## src/rtl/x3_serial_adder.sv

```systemverilog
// x3_serial_adder -- digit-serial excess-3 adder.
//
// Accepts two packed excess-3 operands (digit 0 in bits [3:0]) plus a carry in.
// It then adds them one digit per cycle, least significant digit first, and
// holds the result until the consumer takes it.
//
// Ports
//   clk        rising-edge clock
//   rst        synchronous, active-high reset
//   in_valid   operand set offered
//   in_ready   block is idle and can take an operand set (low during reset)
//   a, b       packed excess-3 operands, 4*NDIG bits each
//   cin        carry into digit 0
//   out_valid  result available; held until out_ready
//   out_ready  consumer takes the result
//   sum        packed excess-3 result
//   cout       carry out of the most significant digit
//   err        an operand digit was outside 0011..1100
//
// Build option
//   X3_DIGIT_CHECK_EN  when defined, each digit is range-checked as it is
//                      processed and err becomes sticky for the transaction.
//                      When undefined, err is tied to 0.
module x3_serial_adder #(
    parameter int NDIG = 4
) (
    input  logic              clk,
    input  logic              rst,
    input  logic              in_valid,
    output logic              in_ready,
    input  logic [4*NDIG-1:0] a,
    input  logic [4*NDIG-1:0] b,
    input  logic              cin,
    output logic              out_valid,
    input  logic              out_ready,
    output logic [4*NDIG-1:0] sum,
    output logic              cout,
    output logic              err
);

    localparam int W  = 4 * NDIG;
    localparam int IW = (NDIG > 1) ? $clog2(NDIG) : 1;
    localparam logic [IW-1:0] LAST_IDX = IW'(NDIG - 1);

    localparam logic [1:0] IDLE = 2'd0;
    localparam logic [1:0] RUN  = 2'd1;
    localparam logic [1:0] DONE = 2'd2;

    typedef struct packed {
        logic [W-1:0] a;
        logic [W-1:0] b;
    } opnd_t;

    logic [1:0]    state_q, state_d;
    opnd_t         opnd_q, opnd_d;
    logic          carry_q, carry_d;
    logic [IW-1:0] idx_q, idx_d;
    logic [W-1:0]  sum_q, sum_d;
    logic          cout_q, cout_d;

    // Digit datapath: always looks at the low digit of the shifting operands.
    logic [4:0] t;
    logic [3:0] dig;
    logic       dig_c;

    logic accept;
    assign accept = (state_q == IDLE) && in_valid;

    always_comb begin
        t = {1'b0, opnd_q.a[3:0]} + {1'b0, opnd_q.b[3:0]} + {4'b0, carry_q};
        // Excess-3 correction: a decimal carry pushes the binary sum past 15,
        // so the bias must be added back; otherwise the doubled bias is removed.
        if (t[4]) begin
            dig   = t[3:0] + 4'd3;
            dig_c = 1'b1;
        end else begin
            dig   = t[3:0] - 4'd3;
            dig_c = 1'b0;
        end
    end

    always_comb begin
        state_d = state_q;
        opnd_d  = opnd_q;
        carry_d = carry_q;
        idx_d   = idx_q;
        sum_d   = sum_q;
        cout_d  = cout_q;
        case (state_q)
            IDLE: begin
                if (in_valid) begin
                    opnd_d.a = a;
                    opnd_d.b = b;
                    carry_d  = cin;
                    idx_d    = '0;
                    state_d  = RUN;
                end
            end
            RUN: begin
                opnd_d.a = opnd_q.a >> 4;
                opnd_d.b = opnd_q.b >> 4;
                carry_d  = dig_c;
                // Result digits enter at the top and walk down, so after NDIG
                // steps digit 0 sits in bits [3:0].
                sum_d    = (sum_q >> 4) | (W'(dig) << (W - 4));
                idx_d    = idx_q + 1'b1;
                if (idx_q == LAST_IDX) begin
                    cout_d  = dig_c;
                    idx_d   = '0;
                    state_d = DONE;
                end
            end
            DONE: begin
                if (out_ready) state_d = IDLE;
            end
            default: state_d = IDLE;
        endcase
    end

    always_ff @(posedge clk) begin
        if (rst) begin
            state_q <= IDLE;
            opnd_q  <= '0;
            carry_q <= 1'b0;
            idx_q   <= '0;
            sum_q   <= '0;
            cout_q  <= 1'b0;
        end else begin
            state_q <= state_d;
            opnd_q  <= opnd_d;
            carry_q <= carry_d;
            idx_q   <= idx_d;
            sum_q   <= sum_d;
            cout_q  <= cout_d;
        end
    end

`ifdef X3_DIGIT_CHECK_EN
    logic err_q, err_d;

    function automatic logic bad_code(input logic [3:0] d);
        return (d < 4'd3) || (d > 4'd12);
    endfunction

    always_comb begin
        err_d = err_q;
        if (accept)
            err_d = 1'b0;
        else if (state_q == RUN && (bad_code(opnd_q.a[3:0]) || bad_code(opnd_q.b[3:0])))
            err_d = 1'b1;
    end

    always_ff @(posedge clk) begin
        if (rst) err_q <= 1'b0;
        else     err_q <= err_d;
    end

    assign err = err_q;
`else
    assign err = 1'b0;
`endif

    assign in_ready  = (state_q == IDLE) && !rst;
    assign out_valid = (state_q == DONE);
    assign sum       = sum_q;
    assign cout      = cout_q;

    // accept is only consumed by the optional checker
    logic unused_ok;
    assign unused_ok = accept;

endmodule
```

## config.mk

```make
export PLATFORM = sky130hd
export DESIGN_NAME = x3_serial_adder
export DESIGN_NICKNAME = d
export VERILOG_FILES = /design/src/rtl/x3_serial_adder.sv
export SDC_FILE = /design/constraint.sdc
export NUM_CORES = 1
export LEC_CHECK = 0
export CORE_MARGIN = 10
export CORE_UTILIZATION = 50
export DETAILED_ROUTE_END_ITERATION = 8
export PLACE_DENSITY = 0.76
export SLEW_MARGIN = 20
export SYNTH_ARGS = -nofsm -noshare
export SYNTH_HDL_FRONTEND = slang
export SYNTH_SLANG_ARGS = --single-unit
```

## constraint.sdc

```tcl
create_clock -name clk -period 3.3 [get_ports clk]
set_clock_uncertainty 0.05 [all_clocks]
set_input_delay 0.66 -clock clk [delete_from_list [all_inputs] [get_ports clk]]
set_output_delay 0.66 -clock clk [all_outputs]
set_load 0.01 [all_outputs]
```

== Yosys cells after proc, flatten, opt, wreduce, memory -nomap -nowiden ==
Cells that the tools add are included.

* $add $sub $neg: 5
* Eq/ne operators: 6
* Multiplexer cells: 13
* Bitwise operators: 1
* Reduce and logical (&&, ||, !) cells: 7

{| class="wikitable"
|+ Operator list
! kind !! number
|-
| $pmux 32 s2 || 1
|-
| $mux 32 || 1
|-
| $or 12x16->16 || 1
|-
| $mux 2 || 5
|-
| $pmux 2 s3 || 1
|-
| $add 4x4->5 || 1
|-
| $add 5x1->5 || 1
|-
| $add 4x2->4 const B || 1
|-
| $eq 2x2->1 const B || 2
|-
| $mux 4 || 1
|-
| $ne 2x2->1 const B || 2
|-
| $pmux 2 s2 || 1
|-
| $reduce_and 2->1 || 2
|-
| $sub 4x2->4 const B || 1
|-
| $reduce_and 3->1 || 1
|-
| $add 2x1->2 const B || 1
|-
| $eq 2x1->1 const B || 1
|-
| $logic_not 2->1 || 1
|-
| $mux 1 || 2
|-
| $ne 2x1->1 const B || 1
|-
| $pmux 1 s2 || 1
|-
| $reduce_bool 2->1 || 1
|-
| $logic_and 1x1->1 || 1
|-
| $logic_not 1->1 || 1
|}

* Flip-flop bits (word level): 54
* Input port bits: 37
* Output and inout port bits: 20
* Logic and storage cells: 39

== Logic depth before layout (Yosys ltp) ==
* Word-level depth: 5
* Depth in mapped cells: 12
* Gate-level depth less buffers: 12

== Least setup slack after synthesis ==
OpenSTA, ideal clock, no wires.

* Path kind: register to register
* From: reg opnd_q[0] in the netlist's numbering
* To: reg sum_q[15], in the netlist sum[15]
* Setup time: 0.133 ns
* Data arrival time: 2.570 ns
* Required time: 3.117 ns
* Path slack: 0.547 ns
* Stages on the path, launching flop included: 13
* Path buffers: 0
* Cells stage by stage: dfxtp_1 fa_1 inv_1 fa_1 nand2b_1 nand2_1 a21oi_1 ha_1 nand2_1 a221oi_1 nor4_1 xor2_1 a211oi_2

* Cells in the longest elaborated chain, start to end: 5
* Elaborated cells between the ends (all ways): 6
* Those cells by class: add/sub (4); mux (1); bitwise (1)

{| class="wikitable"
|+ Ends and longest elaborated chain
! what !! line !! source
|-
| start, declared || 55 || <nowiki>opnd_t opnd_q, opnd_d;</nowiki>
|-
| start signal, assigned || 130 || <nowiki>opnd_q <= opnd_d;</nowiki>
|-
| $add 4x4->5 (*) || 70 || <nowiki>t = {1'b0, opnd_q.a[3:0]} + {1'b0, opnd_q.b[3:0]} + {4'b0, carry_q};</nowiki>
|-
| $add 5x1->5 (*) || 70 ||
|-
| $sub 4x2->4 / $add 4x2->4 (equally long branches) || 77, 74 ||
|-
| $mux 4 (*) || 73 || <nowiki>if (t[4]) begin</nowiki>
|-
| $or 12x16->16 (*) || 105 || <nowiki>sum_d = (sum_q >> 4) | (W'(dig) << (W - 4));</nowiki>
|-
| end signal, assigned || 133 || <nowiki>sum_q <= sum_d;</nowiki>
|-
| end, declared || 58 || <nowiki>logic [W-1:0] sum_q, sum_d;</nowiki>
|}

Every way passes the cells marked *; elsewhere a longest branch is shown, timed or not.
A chain may end at the register's enable or synchronous reset.

== Final worst setup path ==
Ends and elaborated chain as after synthesis.

==> metrics <==
Clock Sinks=54; number of top-level pins=57; Port Buffer Count=55; diode count=0; sequential area share after synthesis=40.9%; reg-to-reg endpoint=sum[15]; Detail Route Antenna Nets=0; commonest register cell after synthesis=dfxtp_1; global-route wire length before repair=10.9 mm; Post-synth ARST share=0%; crit start category=flip-flop; CP max FO=6; Layout area overhead=25.5%; Nets=437; Max clock buf depth=2; CTS tree=done; number of flops mapped to enable cells by yosys=0; Leakage=1.34 nW; DR vias/cell=5.39; Setup CP Type=reg2reg; cells after synthesis=350; Worst Path Arrival=3030 ps; Seq cells post-synth=54; worst reg-to-reg path cell count=12; total power=1.48 mW; most frequent cells in the layout=nor2_1 (96), dfxtp_1 (54), clkdlybuf4s50_1 (54); Vias=2494; hold slack=409 ps; largest net degree at the start of global routing=57; Max Freq=344 MHz; reg2reg setup slack=390 ps; RSZ-0062 raised after global routing=false; worst skew pair latency=310 ps; CP delay by family, top=adder cells; Fin Setup TNS=0 ps; status=complete, no violations; first drt pass iteration count=4; HPWL Detailed=4.47 mm; Starting Density=51.7%; MaxCap Viol Count=0; core area=5110 um^2; H-Tree Depth=2; Setup Buffers After CTS=0; Largest stage delay, worst path=470 ps; VDD IR max=260 uV; row count=26; Overflow after GRT=0; syn avg cell area=7.54 um^2; Residual DRC=0; most common cell after layout, fill and taps aside=nor2_1; crit path capture type=flip-flop; Ys Warns=0; Critical R2R Launch=opnd_q[0]; Mapped Area=2640 um^2; Power Dens Cells=448 nW/um^2; slowest CP cell=fa_1; initial antenna violation count=0; GPL Wtd Cong=0.817; worst min path class=reg2reg; CP required=3420 ps; Chip Width=92.7 um; die height=92.7 um; root buffer cell=clkbuf_8; CP bufs+invs=1; clock-pin slew on the worst setup and hold paths=90 ps; routed len/inst=13.7 um; Slew Viols, Final=0; CP startpoint=opnd_q[0]; clock buffer count from CTS=5; Worst Setup EP=sum[15]; Slew @ Worst Pin=598 ps; DRT iter0 DRCs=121; Slew headroom=60.1%; Final setup violation count=0; Syn Nets=395; Final min period=2910 ps; CTS Hold Buffers Added=0; share of post-route cells with drive strength above 1=5.34%; vias in the first global route=2426; die area=8590 um^2; Crit. path cell count=12; GRT Util Overall=14.8%; Post-Route WL=6.36 mm; post-route clock period utilization=88.1%; crit path cell chain=fa_1, inv_1, fa_1, nand2b_1, nand2_1, a21oi_2, ha_1, nand2_1, a221oi_1, nor4_1, xor2_1, a211oi_2; final hold violation count=0; unique cell type count in the Yosys netlist=36
==> cells by family after synthesis <==
kind of cell	Yosys count	synth area share, %
AND/OR/NAND/NOR	173	28.1
flip-flops	54	40.9
other	1	0.142
AO/OA/AOI/OAI	73	19.2
adder cells (fa/ha/maj)	8	4.36
buffers and inverters	36	5.55
XOR/XNOR	4	1.33
multiplexers	1	0.379
==> cell type report <==
cell class,count,area [um^2]
Clock inverter,1,5.00
Multi-Input combinational cell,260,1420
Sequential cell,54,1080
Inverter,8,30.0
Fill cell,489,1800
Tap cell,70,87.6
Timing Repair Buffer,63,606
Clock buffer,7,86.3
==> worst register-to-register path, cell delays in order (launching register included) <==
cell,delay [ps]
dfxtp_1,340
fa_1,470
inv_1,90
fa_1,240
nand2b_1,140
nand2_1,90
a21oi_2,270
ha_1,320
nand2_1,90
a221oi_1,50
nor4_1,330
xor2_1,200
a211oi_2,80
==> registers in the layout, summed over array words and instances, names as in the netlist <==
name	count
carry_q	1
state_q	2
idx_q	2
cout	1
opnd_q	32
sum	16
==> how the worst min path moves through the flow <==
| stage | from | end | slack, ps | cells after the start |
|---|---|---|---|---|
| floorplan | opnd_q[30] | opnd_q[30] | 400 | 2 |
| global placement | sum[3] | sum[3] | 390 | 2 |
| detailed placement | sum[2] | sum[2] | 400 | 2 |
| CTS | sum[2] | sum[2] | 410 | 2 |
| global route | sum[1] | sum[1] | 440 | 2 |
| finish | sum[1] | sum[1] | 410 | 2 |
==> cell usage after synthesis, types with 5 or more instances <==
cell	instances	share of area [%]
nor2_1	96	14
dfxtp_1	54	41
a21oi_1	32	6.1
nand2_1	31	4.4
nor3_1	26	4.9
a2bb2oi_1	24	8.0
clkbuf_1	16	2.3
nor2b_1	9	2.1
inv_1	7	1.0
buf_2	6	1.1
ha_1	6	2.8
buf_1	5	0.71
==> metal layers <==
layer | share of wire, % | track usage [%]
met1 | 44 | 16.8
met2 | 49 | 26.4
met3 | 5.9 | 4.52
met4 | 0.90 | 3.47
met5 | 0 | 0
==> per-stage QoR <==
stage | instance area, um^2 | instances | util (%) | setup slack [ps]
4_1_cts | 3310 | 463 | 64.8 | 271
6_report | 3310 | 463 | 64.8 | 392
2_1_floorplan | 2640 | 350 | - | 547
3_5_place_dp | 3220 | 455 | 63.0 | 295
3_3_place_gp | 3220 | 455 | 63.0 | 356
5_1_grt | 3310 | 463 | 64.8 | 172
==> power breakdown <==
group / switching (mW) / leakage [nW] / internal (mW)
Combinational: 0.188 / 0.847 / 0.184
Sequential: 0.0307 / 0.444 / 0.700
Clock: 0.210 / 0.0482 / 0.170
Total: 0.429 / 1.34 / 1.05
==> what timing repair did <==
action | 4_1_cts | 5_1_grt
endpoints found under the setup margin | 0 | 1
endpoints found under the hold margin | 0 | 0
gates resized for setup | 0 | 1
Note: power is estimated with default switching activity, not from simulation.
